[config.mk]
export PLATFORM = sky130hd
export DESIGN_NAME = hilo_div_ctrl
export DESIGN_NICKNAME = d
export VERILOG_FILES = /design/src/rtl/hilo_pkg.sv /design/src/rtl/hilo_regs.sv /design/src/rtl/hilo_div_ctrl.sv
export SDC_FILE = /design/constraint.sdc
export NUM_CORES = 1
export LEC_CHECK = 0
export CAP_MARGIN = 20
export CORE_ASPECT_RATIO = 0.6
export CORE_MARGIN = 2
export CORE_UTILIZATION = 41
export DETAILED_ROUTE_END_ITERATION = 10
export PLACE_DENSITY = 0.84
export SLEW_MARGIN = 20
export SYNTH_ARGS = -nofsm -noshare
export SYNTH_HDL_FRONTEND = slang
export SYNTH_SLANG_ARGS = --single-unit
[constraint.sdc]
create_clock -name clk -period 2.17 [get_ports clk]
set_input_delay 0.434 -clock clk [delete_from_list [all_inputs] [get_ports clk]]
set_output_delay 0.434 -clock clk [all_outputs]
set_load 0.1 [all_outputs]
[src/rtl/hilo_pkg.sv]
// Shared definitions for the HI/LO divide sequencer: FSM states, default
// sizing and the exception cause reported on a divide by zero.
package hilo_pkg;

  localparam int unsigned DEF_WIDTH   = 32;
  localparam int unsigned DEF_TIMEOUT = 40;

  // Cause code handed to the exception unit alongside div_zero_exc.
  localparam logic [4:0] EXC_DIV_ZERO = 5'd15;

  typedef enum logic [2:0] {
    IDLE    = 3'd0,
    LAUNCH  = 3'd1,
    WAIT    = 3'd2,
    CAPTURE = 3'd3,
    ZERO    = 3'd4
  } hilo_state_e;

endpackage

[src/rtl/hilo_regs.sv]
// HI/LO register pair. Divider capture and mthi/mtlo writes never overlap
// in time (capture only in WAIT, writes only in IDLE); capture is given
// priority anyway so the register contents stay well defined.
module hilo_regs
  import hilo_pkg::*;
#(
  parameter int unsigned WIDTH = DEF_WIDTH
) (
  input  logic             clk,
  input  logic             rst_n,
  input  logic             cap_en_i,
  input  logic [WIDTH-1:0] cap_hi_i,
  input  logic [WIDTH-1:0] cap_lo_i,
  input  logic             mthi_i,
  input  logic             mtlo_i,
  input  logic [WIDTH-1:0] wdata_i,
  output logic [WIDTH-1:0] hi_o,
  output logic [WIDTH-1:0] lo_o
);

  logic [WIDTH-1:0] hi_q, hi_d;
  logic [WIDTH-1:0] lo_q, lo_d;

  // Select the next HI/LO value from capture, move-to writes or hold.
  always_comb begin
    hi_d = hi_q;
    lo_d = lo_q;
    if (mthi_i) hi_d = wdata_i;
    if (mtlo_i) lo_d = wdata_i;
    if (cap_en_i) begin
      hi_d = cap_hi_i;
      lo_d = cap_lo_i;
    end
  end

  // HI/LO storage, cleared asynchronously.
  always_ff @(posedge clk or negedge rst_n) begin
    if (!rst_n) begin
      hi_q <= '0;
      lo_q <= '0;
    end else begin
      hi_q <= hi_d;
      lo_q <= lo_d;
    end
  end

  assign hi_o = hi_q;
  assign lo_o = lo_q;

endmodule

[src/rtl/hilo_div_ctrl.sv]
// Divide sequencer: accepts a request, launches the iterative divider,
// waits under a watchdog, captures remainder/quotient into HI/LO and
// flags divide-by-zero or timeout. busy doubles as the pipeline stall.
module hilo_div_ctrl
  import hilo_pkg::*;
#(
  parameter int unsigned WIDTH   = DEF_WIDTH,
  parameter int unsigned TIMEOUT = DEF_TIMEOUT
) (
  input  logic             clk,
  input  logic             reset,
  input  logic             start,
  input  logic [WIDTH-1:0] srcA,
  input  logic [WIDTH-1:0] srcB,
  input  logic             mthi,
  input  logic             mtlo,
  input  logic [WIDTH-1:0] wdata,
  output logic             div_start,
  output logic [WIDTH-1:0] div_a,
  output logic [WIDTH-1:0] div_b,
  input  logic             div_done,
  input  logic             div_zero,
  input  logic [WIDTH-1:0] div_hi,
  input  logic [WIDTH-1:0] div_lo,
  output logic [WIDTH-1:0] hi,
  output logic [WIDTH-1:0] lo,
  output logic             busy,
  output logic             done,
  output logic             div_zero_exc,
  output logic             timeout_err
);

  localparam int unsigned      CNT_W    = $clog2(TIMEOUT) + 1;
  localparam logic [CNT_W-1:0] CNT_LAST = CNT_W'(TIMEOUT - 1);

  hilo_state_e      state_q, state_d;
  logic [CNT_W-1:0] cnt_q, cnt_d;
  logic [WIDTH-1:0] div_a_q, div_a_d;
  logic [WIDTH-1:0] div_b_q, div_b_d;
  logic             timeout_q, timeout_d;
  logic             accept;
  logic             wait_capture;
  logic             wait_expire;
  logic             in_idle;

  // WAIT exit priority: divider zero flag, then result, then watchdog.
  assign in_idle      = (state_q == IDLE);
  assign accept       = in_idle && start;
  assign wait_capture = (state_q == WAIT) && !div_zero && div_done;
  assign wait_expire  = (state_q == WAIT) && !div_zero && !div_done && (cnt_q == CNT_LAST);

  // State register.
  always_ff @(posedge clk or negedge reset) begin
    if (!reset) state_q <= IDLE;
    else        state_q <= state_d;
  end

  // Next-state decision.
  always_comb begin
    state_d = state_q;
    unique case (state_q)
      IDLE:    if (start) state_d = (srcB == '0) ? ZERO : LAUNCH;
      LAUNCH:  state_d = WAIT;
      WAIT: begin
        if (div_zero)         state_d = ZERO;
        else if (div_done)    state_d = CAPTURE;
        else if (wait_expire) state_d = IDLE;
      end
      CAPTURE: state_d = IDLE;
      ZERO:    state_d = IDLE;
      default: state_d = IDLE;
    endcase
  end

  // State-decoded pulses and the stall.
  always_comb begin
    busy         = !in_idle;
    div_start    = (state_q == LAUNCH);
    done         = (state_q == CAPTURE);
    div_zero_exc = (state_q == ZERO);
  end

  // Operand latch, watchdog counter and sticky timeout next-state.
  always_comb begin
    div_a_d   = div_a_q;
    div_b_d   = div_b_q;
    cnt_d     = cnt_q;
    timeout_d = timeout_q || wait_expire;
    if (accept) begin
      div_a_d = srcA;
      div_b_d = srcB;
    end
    if (state_q == LAUNCH)    cnt_d = '0;
    else if (state_q == WAIT) cnt_d = cnt_q + CNT_W'(1);
  end

  // Operand, counter and error registers.
  always_ff @(posedge clk or negedge reset) begin
    if (!reset) begin
      div_a_q   <= '0;
      div_b_q   <= '0;
      cnt_q     <= '0;
      timeout_q <= 1'b0;
    end else begin
      div_a_q   <= div_a_d;
      div_b_q   <= div_b_d;
      cnt_q     <= cnt_d;
      timeout_q <= timeout_d;
    end
  end

  assign div_a       = div_a_q;
  assign div_b       = div_b_q;
  assign timeout_err = timeout_q;

  hilo_regs #(
    .WIDTH(WIDTH)
  ) u_regs (
    .clk     (clk),
    .rst_n   (reset),
    .cap_en_i(wait_capture),
    .cap_hi_i(div_hi),
    .cap_lo_i(div_lo),
    .mthi_i  (mthi && in_idle),
    .mtlo_i  (mtlo && in_idle),
    .wdata_i (wdata),
    .hi_o    (hi),
    .lo_o    (lo)
  );

endmodule
==> flow_summary.toml <==
[cts]
cts.htree.levels = 4
cts_tree = "built"
path_clk_slew_ps = 60
root_buffer = "clkbuf_16"
clk_latency_ps = 400
numCtsBuffers = 17
cts_buffer_depth = 2
cts_sinks = 139

[setup_path]
setup.worst_path.start_class = "flop"
critPathArrivalTime_ps = 1680
setup.worst_path.class = "reg2out"
cp-end-kind = "output port"
required_ps = 1740
path_max_fanout = 7
rrSetupSlack_ps = 60

[yosys]
yosysUniqueCellTypes = 34
seq_area_frac_synth_pct = 54.7
async_flop_share_pct = 100
syn-num-nets = 581
avgSynthCellArea_um2 = 15.4
synth_top_cells_by_area = "dfrtp_1 55%, mux2_2 25%, mux2_4 9.0%, mux2_1 2.5%, buf_12 1.3%"
synthCells = 413
synth_area_leader_cell = "dfrtp_1"
synth-edff-count = 0
yosysWarnings = 0
synth_seq_cells = 139
synth_top_area_share_pct = 54.7
ys.flop_type = "dfrtp_1"
syn-cell-area_um2 = 6360

[timing]
slew_violations = 0
fmax_ghz = 0.473
setup_violations = 0
tightest_slew_ps = 484
finalCriticalPeriod_ps = 2120
hold_violations = 0
whs_ps = 488
rsz0062_at_grt = "yes"
clock_skew_ps = 8.79
slew-limit-headroom_pct = 67.7
fin_crit_sh_pct = 97.5
fin_ws_ps = 54.7

[global_routing]
top_usage_layer = "met2"
grt_max_degree = 49
met2_usage_pct = 36.9
grt_pass1_vias = 5198
antenna_found_initial = 0
track_usage_pct = 20.9
met3_usage_pct = 4.90
grt_pass1_wl_um = 26800
grt_overflow = 0
grt_use_met1_pct = 25.6

[detailed_routing]
avgViaCountPerCell = 4.94
final_antenna_net_count = 0
dr.pass1.iters = 4
drc = 0
avgRoutedWirePerCell_um = 18.3
wirelength_um = 17500
first_iter_violations = 221
num_vias = 4732

[place]
io_buffer_count = 299
hpwl_um = 13400
gp_congestion = 0.790
dpl_cell_area_um2 = 9460
dp_slack_ps = -411

[finish]
final_util_pct = 66.7
postLayoutCellArea_um2 = 10200
drive_above_1_share_pct = 51.1
area_delta_synth_final_pct = 59.7
n_antenna_cell = 0
final_nets = 910

[run_status]
status = "finished, final reports clean"

[floorplanning]
rows = 35
dieArea_um2 = 16600
fp.dieH_um = 100
core_area_um2 = 15200
io_pins = 300
initial_core_util_pct = 41.7
die_w_um = 165

[min_path]
holdCritPathClass = "reg2reg"

[flow_run]
cap_violations = 0
placed cells by master (no fill, tap or decap), drive strengths merged:
cell           instances
mux2                 192
buf                  167
clkdlybuf4s50        165
dfrtp                139
clkbuf                20
o21ai                  8
nor4                   8
clkinvlp               6
inv                    6
nand3                  5
nand2                  4
nor2                   3
nand4                  3
bufinv                 3
a21oi                  3
nor3                   3
and3b                  2
o211ai                 2
o31ai                  2
or3b                   2
nor3b                  2
and2                   2
or4                    1
o41ai                  1
a22o                   1
nor4b                  1
a211oi                 1
or2                    1
ha                     1
dlygate4sd3            1
kinds of logic after synthesis:
family / after synthesis / synth area share (%)
AOI/OAI and AO/OA: 18 / 1.85
adders and majority gates: 1 / 0.197
buffers and inverters: 26 / 3.40
DFF: 139 / 54.7
muxes: 192 / 36.2
and+or+nand+nor: 37 / 3.64
worst paths after layout:
check,from,to,depth (start not counted)
max,state_q[0]$_DFFE_PN0P_,div_start,4
min,div_a[16]$_DFFE_PN0P_,div_a[16]$_DFFE_PN0P_,1
max reg2reg,state_q[0]$_DFFE_PN0P_,u_regs.hi_o[31]$_DFFE_PN0P_,7
min reg2reg,div_a[16]$_DFFE_PN0P_,div_a[16]$_DFFE_PN0P_,1
max in group asynchronous,reset,div_b[17]$_DFFE_PN0P_,3
min in group asynchronous,reset,u_regs.lo_o[20]$_DFFE_PN0P_,2
state kept, by name, indices dropped and copies added, names as in the netlist:
register	cells
cnt_q	7
div_a	32
state_q	3
u_regs.hi_o	32
u_regs.lo_o	32
div_b	32
timeout_err	1
cells in the mapped netlist (2+ instances only):
| cell | n |
|---|---|
| a21oi_2 | 2 |
| and2_1 | 2 |
| and3b_1 | 2 |
| buf_12 | 4 |
| buf_2 | 10 |
| buf_4 | 6 |
| dfrtp_1 | 139 |
| inv_1 | 3 |
| mux2_1 | 14 |
| mux2_2 | 140 |
| mux2_4 | 38 |
| nand2_1 | 4 |
| nand3_1 | 5 |
| nand4_1 | 3 |
| nor2_1 | 3 |
| nor3_1 | 2 |
| nor3b_1 | 2 |
| nor4_1 | 8 |
| o211ai_1 | 2 |
| o21ai_0 | 8 |
| o31ai_1 | 2 |
| or3b_2 | 2 |
worst max-delay path, cell delays in order, from the launching register on:
cell	delay (ps)
dfrtp_1	390
buf_4	170
or3b_4	410
clkinvlp_4	130
buf_12	180
stage by stage:
stage	setup TNS, ps	std cells
floorplan	0	413
global placement	-21570	920
detailed placement	-21860	920
CTS	0	955
global route	0	958
finish	0	958
cell type report:
class                           instances  area, µm²
Clock buffer                           20        447
Clock inverter                         12        163
Fill cell                            1107       5080
Inverter                                3       15.0
Multi-Input combinational cell        248       2710
Sequential cell                       139       3480
Tap cell                              203        254
Timing Repair Buffer                  333       3100
layer usage:
| metal | share of wire [%] | routed length, µm |
|---|---|---|
| met5 | 0 | 0 |
| met4 | 1.2 | 204 |
| met3 | 6.1 | 1070 |
| met2 | 51 | 8940 |
| met1 | 42 | 7310 |
what timing repair did:
item                                    4_1_cts  5_1_grt
pin swaps                                     1        1
cloned                                        0        0
resized for setup                             2        3
endpoints found under the setup margin        2       12
endpoints found under the hold margin        45        0
hold buffers                                  1        0
buffers inserted                              2        2
Power of run 1 is left out: the tool's default activity adds up to more than one toggle a clock period on the data nets, which glitch-free logic cannot reach.
